[src/rtl/cv3_relu_maxpool_if.sv]
// rtl/cv3_relu_maxpool_if.sv - valid-only column stream between the conv channel and the pooling stage
interface cv3_relu_maxpool_if #(
    parameter int DATA_WIDTH = 16,
    parameter int COL_SIZE   = 10
);
    logic                                   valid_in;
    logic [COL_SIZE-1:0][DATA_WIDTH-1:0]    input_column;
    logic [COL_SIZE/2-1:0][DATA_WIDTH-1:0]  output_column;
    logic                                   valid_out;
    logic                                   last_out;

    modport master (
        output valid_in,
        output input_column,
        input  output_column,
        input  valid_out,
        input  last_out
    );

    modport slave (
        input  valid_in,
        input  input_column,
        output output_column,
        output valid_out,
        output last_out
    );
endinterface

[src/rtl/cv3_relu_maxpool.sv]
// rtl/cv3_relu_maxpool.sv - streaming ReLU + 2x2 max-pool over fp16 columns (ReLU under CV3_POOL_RELU_EN)
module cv3_relu_maxpool #(
    parameter int DATA_WIDTH     = 16,
    parameter int COL_SIZE       = 10,
    parameter int COLS_PER_FRAME = 10
) (
    input  logic              clk,
    input  logic              rst,
    cv3_relu_maxpool_if.slave bus
);
    localparam int HALF = COL_SIZE / 2;
    localparam int CW   = (COLS_PER_FRAME > 2) ? $clog2(COLS_PER_FRAME) : 1;
    localparam logic [CW-1:0] LAST_COL = CW'(COLS_PER_FRAME - 1);

    typedef logic [DATA_WIDTH-1:0] elem_t;
    typedef enum logic {EVEN, ODD} phase_t;

    phase_t                 phase;
    logic [CW-1:0]          col_cnt;
    logic [HALF-1:0][DATA_WIDTH-1:0] hold;
    logic [HALF-1:0][DATA_WIDTH-1:0] vmax;
    logic [HALF-1:0][DATA_WIDTH-1:0] pooled;

    function automatic elem_t relu(input elem_t x);
`ifdef CV3_POOL_RELU_EN
        relu = x[DATA_WIDTH-1] ? '0 : x;
`else
        relu = x;
`endif
    endfunction

    // True when a is kept over b; equality keeps a so ties favour the earlier operand.
    function automatic logic first_wins(input elem_t a, input elem_t b);
`ifdef CV3_POOL_RELU_EN
        first_wins = (a >= b);
`else
        if (a[DATA_WIDTH-1] != b[DATA_WIDTH-1])
            first_wins = ~a[DATA_WIDTH-1];
        else if (!a[DATA_WIDTH-1])
            first_wins = (a >= b);
        else
            first_wins = (a <= b);
`endif
    endfunction

    function automatic elem_t max2(input elem_t a, input elem_t b);
        max2 = first_wins(a, b) ? a : b;
    endfunction

    always_comb begin
        vmax   = '0;
        pooled = '0;
        for (int k = 0; k < HALF; k++) begin
            vmax[k]   = max2(relu(bus.input_column[2*k]), relu(bus.input_column[2*k+1]));
            pooled[k] = max2(hold[k], vmax[k]);
        end
    end

    always_ff @(posedge clk) begin
        if (!rst) begin
            phase             <= EVEN;
            col_cnt           <= '0;
            hold              <= '0;
            bus.output_column <= '0;
            bus.valid_out     <= 1'b0;
            bus.last_out      <= 1'b0;
        end else begin
            bus.valid_out <= 1'b0;
            bus.last_out  <= 1'b0;
            if (bus.valid_in) begin
                col_cnt <= (col_cnt == LAST_COL) ? '0 : col_cnt + 1'b1;
                case (phase)
                    EVEN: begin
                        hold  <= vmax;
                        phase <= ODD;
                    end
                    ODD: begin
                        bus.output_column <= pooled;
                        bus.valid_out     <= 1'b1;
                        bus.last_out      <= (col_cnt == LAST_COL);
                        phase             <= EVEN;
                    end
                    default: phase <= EVEN;
                endcase
                // A frame boundary always closes the pool window.
                if (col_cnt == LAST_COL)
                    phase <= EVEN;
            end
        end
    end
endmodule

[src/flat_wrapper.sv]
// flat-port wrapper written by rule: the top's interface ports become plain ports
module cv3_relu_maxpool_flat 
#(
    parameter int DATA_WIDTH     = 16,
    parameter int COL_SIZE       = 10,
    parameter int COLS_PER_FRAME = 10
)
  (clk, rst, bus_valid_in, bus_input_column, bus_output_column, bus_valid_out, bus_last_out);
  cv3_relu_maxpool_if #(.DATA_WIDTH(DATA_WIDTH), .COL_SIZE(COL_SIZE)) bus_i ();
  input  logic clk;
  input  logic rst;
  input wire logic [$bits(bus_i.valid_in)-1:0] bus_valid_in;
  input wire logic [$bits(bus_i.input_column)-1:0] bus_input_column;
  output wire logic [$bits(bus_i.output_column)-1:0] bus_output_column;
  output wire logic [$bits(bus_i.valid_out)-1:0] bus_valid_out;
  output wire logic [$bits(bus_i.last_out)-1:0] bus_last_out;
  assign bus_i.valid_in = bus_valid_in;
  assign bus_i.input_column = bus_input_column;
  assign bus_output_column = bus_i.output_column;
  assign bus_valid_out = bus_i.valid_out;
  assign bus_last_out = bus_i.last_out;
  cv3_relu_maxpool #(.DATA_WIDTH(DATA_WIDTH), .COL_SIZE(COL_SIZE), .COLS_PER_FRAME(COLS_PER_FRAME)) u_core (.clk(clk), .rst(rst), .bus(bus_i));
endmodule
[config.mk]
export PLATFORM = sky130hd
export DESIGN_NAME = cv3_relu_maxpool_flat
export DESIGN_NICKNAME = d
export VERILOG_FILES = /design/src/rtl/cv3_relu_maxpool_if.sv /design/src/rtl/cv3_relu_maxpool.sv /design/src/flat_wrapper.sv
export SDC_FILE = /design/constraint.sdc
export NUM_CORES = 1
export LEC_CHECK = 0
export BUFFER_PORTS_ARGS = -buffer_cell sky130_fd_sc_hd__buf_2
export CORE_AREA = 2 2 144 146
export DETAILED_ROUTE_END_ITERATION = 7
export DIE_AREA = 0 0 146 148
export GPL_TIMING_DRIVEN = 0
export PLACE_DENSITY = 0.85
export SKIP_LAST_GASP = 1
export SLEW_MARGIN = 5
export SYNTH_ARGS = -nofsm -noshare
export SYNTH_HDL_FRONTEND = slang
export SYNTH_SLANG_ARGS = --single-unit
[constraint.sdc]
create_clock -name clk -period 10 [get_ports clk]
set_input_delay 1.5 -clock clk [delete_from_list [all_inputs] [get_ports clk]]
set_output_delay 1.5 -clock clk [all_outputs]
set_load 0.03 [all_outputs]
# Word-level counts from Yosys, hierarchy flattened
# Cells that the tools add are included.
# totals
register_bits,167
wordCells,95
input_bits,163
output_inout_bits,82
# classes
n_addsub,1
reduce_logical,4
muxes,34
bitwise_logic,11
n_eq_ne,11
n_lt_le_gt_ge,20
# ops
op,count
16-bit greater-or-equal comparator,10
16-bit less-or-equal comparator,10
16-bit two-way mux,10
1-bit two-way mux,22
1-bit inverter,11
1-bit != test,10
2-bit AND reduction,3
4-bit by 1-bit adder with 4-bit output (second input constant),1
4-bit equality test (second input constant),1
4-bit two-way mux,1
3-bit AND reduction,1
1-bit case mux with 2 select lines,1

# Depth between registers and ports, before layout
# logic_depth
depth_word,8
ltp_mapped,20
mapped_depth_nobuf,17

# Worst setup path after synthesis
# Ideal clock, no wire load.
# synth_path
path_kind,in2reg
start,input port bus_input_column[157]
end,register u_core.bus.output_column[70]
setup_time_ps,151
arrival_time_ps,5173
required_ps,9849
stages,19
slack_ps,4676
path_cell_list,inv_1 > ha_1 > nand4_2 > nor4_2 > a21boi_2 > nor4_1 > or3b_1 > buf_6 > buf_12 > mux2i_4 > ha_1 > nand4_1 > nor4_1 > o21ai_0 > nand3_1 > xnor2_1 > a21o_1 > buf_1 > o221ai_1
# synth_via
elab_chain_cells,8
elab_cells_between_ends,11
# synth_lines
element,line,text
from (decl),flat_wrapper.sv:13,input wire logic [$bits(bus_i.input_column)-1:0] bus_input_column;
16-bit greater-or-equal comparator or 16-bit less-or-equal comparator (tied branches),"cv3_relu_maxpool.sv:40, cv3_relu_maxpool.sv:42",
1-bit two-way mux,cv3_relu_maxpool.sv:39,else if (!a[DATA_WIDTH-1])
1-bit two-way mux,cv3_relu_maxpool.sv:37,if (a[DATA_WIDTH-1] != b[DATA_WIDTH-1])
16-bit two-way mux (*),cv3_relu_maxpool.sv:47,"max2 = first_wins(a, b) ? a : b;"
16-bit greater-or-equal comparator or 16-bit less-or-equal comparator (tied branches),"cv3_relu_maxpool.sv:40, cv3_relu_maxpool.sv:42",
1-bit two-way mux,cv3_relu_maxpool.sv:39,
1-bit two-way mux,cv3_relu_maxpool.sv:37,
16-bit two-way mux (*),cv3_relu_maxpool.sv:47,
to (signal assigned),cv3_relu_maxpool.sv:78,bus.output_column <= pooled;
to (decl),cv3_relu_maxpool_if.sv:23,"output output_column,"
# Every way passes the cells marked *; elsewhere a longest branch is shown, timed or not.
# A chain may end at the register's enable or synchronous reset.

# Final worst setup path
# layout_path
start,input port bus_input_column[155]
end,register u_core.bus.output_column[77]
# The elaborated chain is that of the path after synthesis.

==> metrics.csv <==
stage,metric,value,unit
final_layout,regArea,0.003343,mm^2
placement,finalWeightedCongestion,0.9041,
timing,setup-violations-final,0,
critical_path,crit_type,in2reg,
final_layout,postLayoutCellArea,0.01400,mm^2
final_layout,final_nets,1979,
timing,hold-worst-slack,0.4533,ns
critical_path,cpMaxStageDelayCell,buf_1,
critical_path,path_cells,buf_2 -> inv_1 -> ha_1 -> nand4_1 -> nor4_2 -> a21boi_2 -> nor4_1 -> or3b_1 -> buf_6 -> buf_12 -> mux2i_4 -> ha_1 -> nand4_1 -> nor4_1 -> o21ai_0 -> nand3_1 -> xnor2_1 -> a21o_1 -> buf_1 -> o221ai_1,
logic_synthesis,seq_area_frac_synth,28.19,%
clocking,cts_buffer_depth,2,
floorplanning,die_h,148,um
flow_run,drv_cap,0,
logic_synthesis,ys_ff_latch,167,
placement,hpwl,25360,um
critical_path,start_kind,input port,
critical_path,cp_max_fo,10,
timing,worst_pin_slew,0.7247,ns
detailed_routing,route.vias.total,11370,
global_routing,grt_pass1_wl,51850,um
global_routing,grtUsageTotal,29.00,%
logic_synthesis,yosys_warnings,0,
logic_synthesis,syn_nets,1716,
detailed_routing,antenna_left,0,
timing,min_period,5.883,ns
clocking,htree_levels,4,
final_layout,layout-drive-gt1-share,21.10,%
clocking,cts.repair.resized,0,
logic_synthesis,synth_top_area_share,28.19,%
logic_synthesis,synth_area_leader_cell,dfxtp_1,
final_layout,fillCellCount,1625,
run_status,status,"finished, final reports clean",
timing,period_share,58.83,%
detailed_routing,wl_met3,1931,um
logic_synthesis,ys.flop_type,dfxtp_1,
detailed_routing,viasPerCell,5.896,
timing,fin_skew,0.01113,ns
clocking,cts_sinks,167,
timing,rsz0062_at_grt,false,
global_routing,antenna_found_initial,0,
floorplanning,dieArea,0.02161,mm^2
critical_path,critPathArrivalTime,6.15,ns
clocking,cts_hold_buffers,0,
final_layout,multiInputGateArea,0.007548,mm^2
detailed_routing,wl_per_cell,16.73,um
power_and_ir_drop,leakagePower,6.661,nW
floorplanning,num_rows,52,
floorplanning,start_util,59.18,%
power_and_ir_drop,p_total,0.002003,W
final_layout,areaGrowthSynthToFinish,18.01,%
clocking,cts_tree,yes,
timing,max_freq,0.1700,GHz
logic_synthesis,netlist_top_cells_area,"dfxtp_1 28%, ha_1 18%, a21oi_1 6.0%",
clocking,cts_root_buffer,clkbuf_16,
logic_synthesis,postSynth.asyncResetShare,0,%
final_layout,antennaDiodeCount,0,
worst_hold_path,hp-class,reg2reg,
logic_synthesis,synth.distinct_cells,68,
floorplanning,pin_count,245,
power_and_ir_drop,peakVddDrop,0.1082,mV
timing,drv_slew,0,
clocking,clk_latency,0.44,ns
placement,numPortBuffers,244,
logic_synthesis,mappedNetlistArea,0.01186,mm^2
global_routing,overflow,0,
global_routing,grt_pass1_vias,10960,
timing,finalSetupTns,0,ns
logic_synthesis,postSynthCellCount,1383,
detailed_routing,wl_met1,13750,um
floorplanning,chipWidth,146,um
detailed_routing,drt-total-wl,32280,um
critical_path,slowest_delay,0.56,ns
clocking,cts_buffers,17,
power_and_ir_drop,p_per_area,143.1,mW/mm^2
clocking,post-cts-setup-buffer-count,0,
timing,slew_headroom,51.69,%
detailed_routing,drc,0,
global_routing,grt_max_degree,17,
placement,post_dp_cell_area,0.01342,mm^2
timing,hold_viol_final,0,
detailed_routing,drtIter0Drc,578,
detailed_routing,met2_length,15930,um
detailed_routing,dr.max_layer_used,met4,
critical_path,crit_path_end_kind,register,
logic_synthesis,syn_avg_cell_area,8.576,um^2
detailed_routing,drtPass1Iterations,6,
critical_path,required,10.27,ns
logic_synthesis,synth-edff-count,0,
clocking,clk_pin_slew_worst_paths,0.07,ns
floorplanning,coreArea,0.02004,mm^2
[Yosys cell counts, drive strengths merged, types with 28 or more instances]
cell type  number
o22a           28
o221ai         60
nand2         144
a21oi         143
inv           159
a22o           28
o21ai         117
o21a           49
mux2i          33
ha            170
dfxtp         167
clkbuf         57
[stage by stage]
stage	util, %	std cells	worst slack [ns]
after floorplan	-	1383	4.676
after global placement	66.96	1897	3.945
after detailed placement	66.96	1897	3.849
after CTS	69.84	1929	4.178
after global routing	69.84	1929	3.619
final	69.84	1929	4.117
[cell usage in the layout, fill, tap and decap left out, drive strengths merged, types with 14 or more instances in the layout]
cell type    n
clkbuf      75
dfxtp      167
o22a        28
inv        165
mux2i       33
o21ai      117
buf        264
nand3       14
a21boi      17
a21o        14
nor2        17
o221ai      60
nand2      144
o21a        49
nand4       20
ha         170
a21oi      143
a22o        28
a211oi      16
[report_power, final]
part / leakage, nW / internal [W] / switching [W]
Clock: 0.271 / 0.000355 / 0.000293
Sequential: 1.37 / 0.000712 / 0.0000336
Combinational: 5.02 / 0.000244 / 0.000365
[layer usage]
layer | GRT usage [%] | vias up
li1 | - | 5583
met1 | 35.69 | 5367
met2 | 51.91 | 372
met3 | 4.660 | 51
met4 | 9.369 | 0
met5 | 0 | -
[critical path: cells and delay by family]
kind	cells	cell delay (ns)
and+or+nand+nor	7	1.67
buffers and inverters	5	1.04
AOI/OAI and AO/OA	4	0.94
adders and majority gates	2	0.64
muxes	1	0.21
xor gates and xnor gates	1	0.14
[cells by family (layout without fill, tap and decap cells)]
| logic type | after synthesis | in the layout | synth area share, % |
|---|---|---|---|
| AO/OA/AOI/OAI | 512 | 512 | 29.56 |
| AND/OR/NAND/NOR | 258 | 258 | 10.89 |
| buffers and inverters | 236 | 512 | 8.165 |
| adder cells (fa/ha/maj) | 170 | 170 | 17.93 |
| flip-flops | 167 | 167 | 28.19 |
| multiplexers | 33 | 33 | 4.747 |
| XOR/XNOR | 7 | 7 | 0.5169 |
[layout make-up]
type | count | area share [%]
Buffer | 77 | 2.655
Clock buffer | 18 | 3.138
Clock inverter | 14 | 0.9834
Inverter | 159 | 4.264
Multi-Input combinational cell | 980 | 53.93
Sequential cell | 167 | 23.89
Tap cell | 270 | 2.414
Timing Repair Buffer | 244 | 8.725
[flip-flops by register name, indices dropped and copies added, names as in the netlist]
register	flops
u_core.bus.last_out	1
u_core.hold	80
u_core.col_cnt	4
u_core.phase	1
u_core.bus.valid_out	1
u_core.bus.output_column	80
[final timing paths]
check	from	end	slack, ns	cells after the start
max reg2reg	u_core.hold[79]	u_core.bus.output_column[77]	6.93	9
min reg2reg	u_core.bus.output_column[16]	u_core.bus.output_column[16]	0.45	2
min	u_core.bus.output_column[16]	u_core.bus.output_column[16]	0.45	2
max	bus_input_column[155]	u_core.bus.output_column[77]	4.12	20
(Power assumes the default switching activity.)
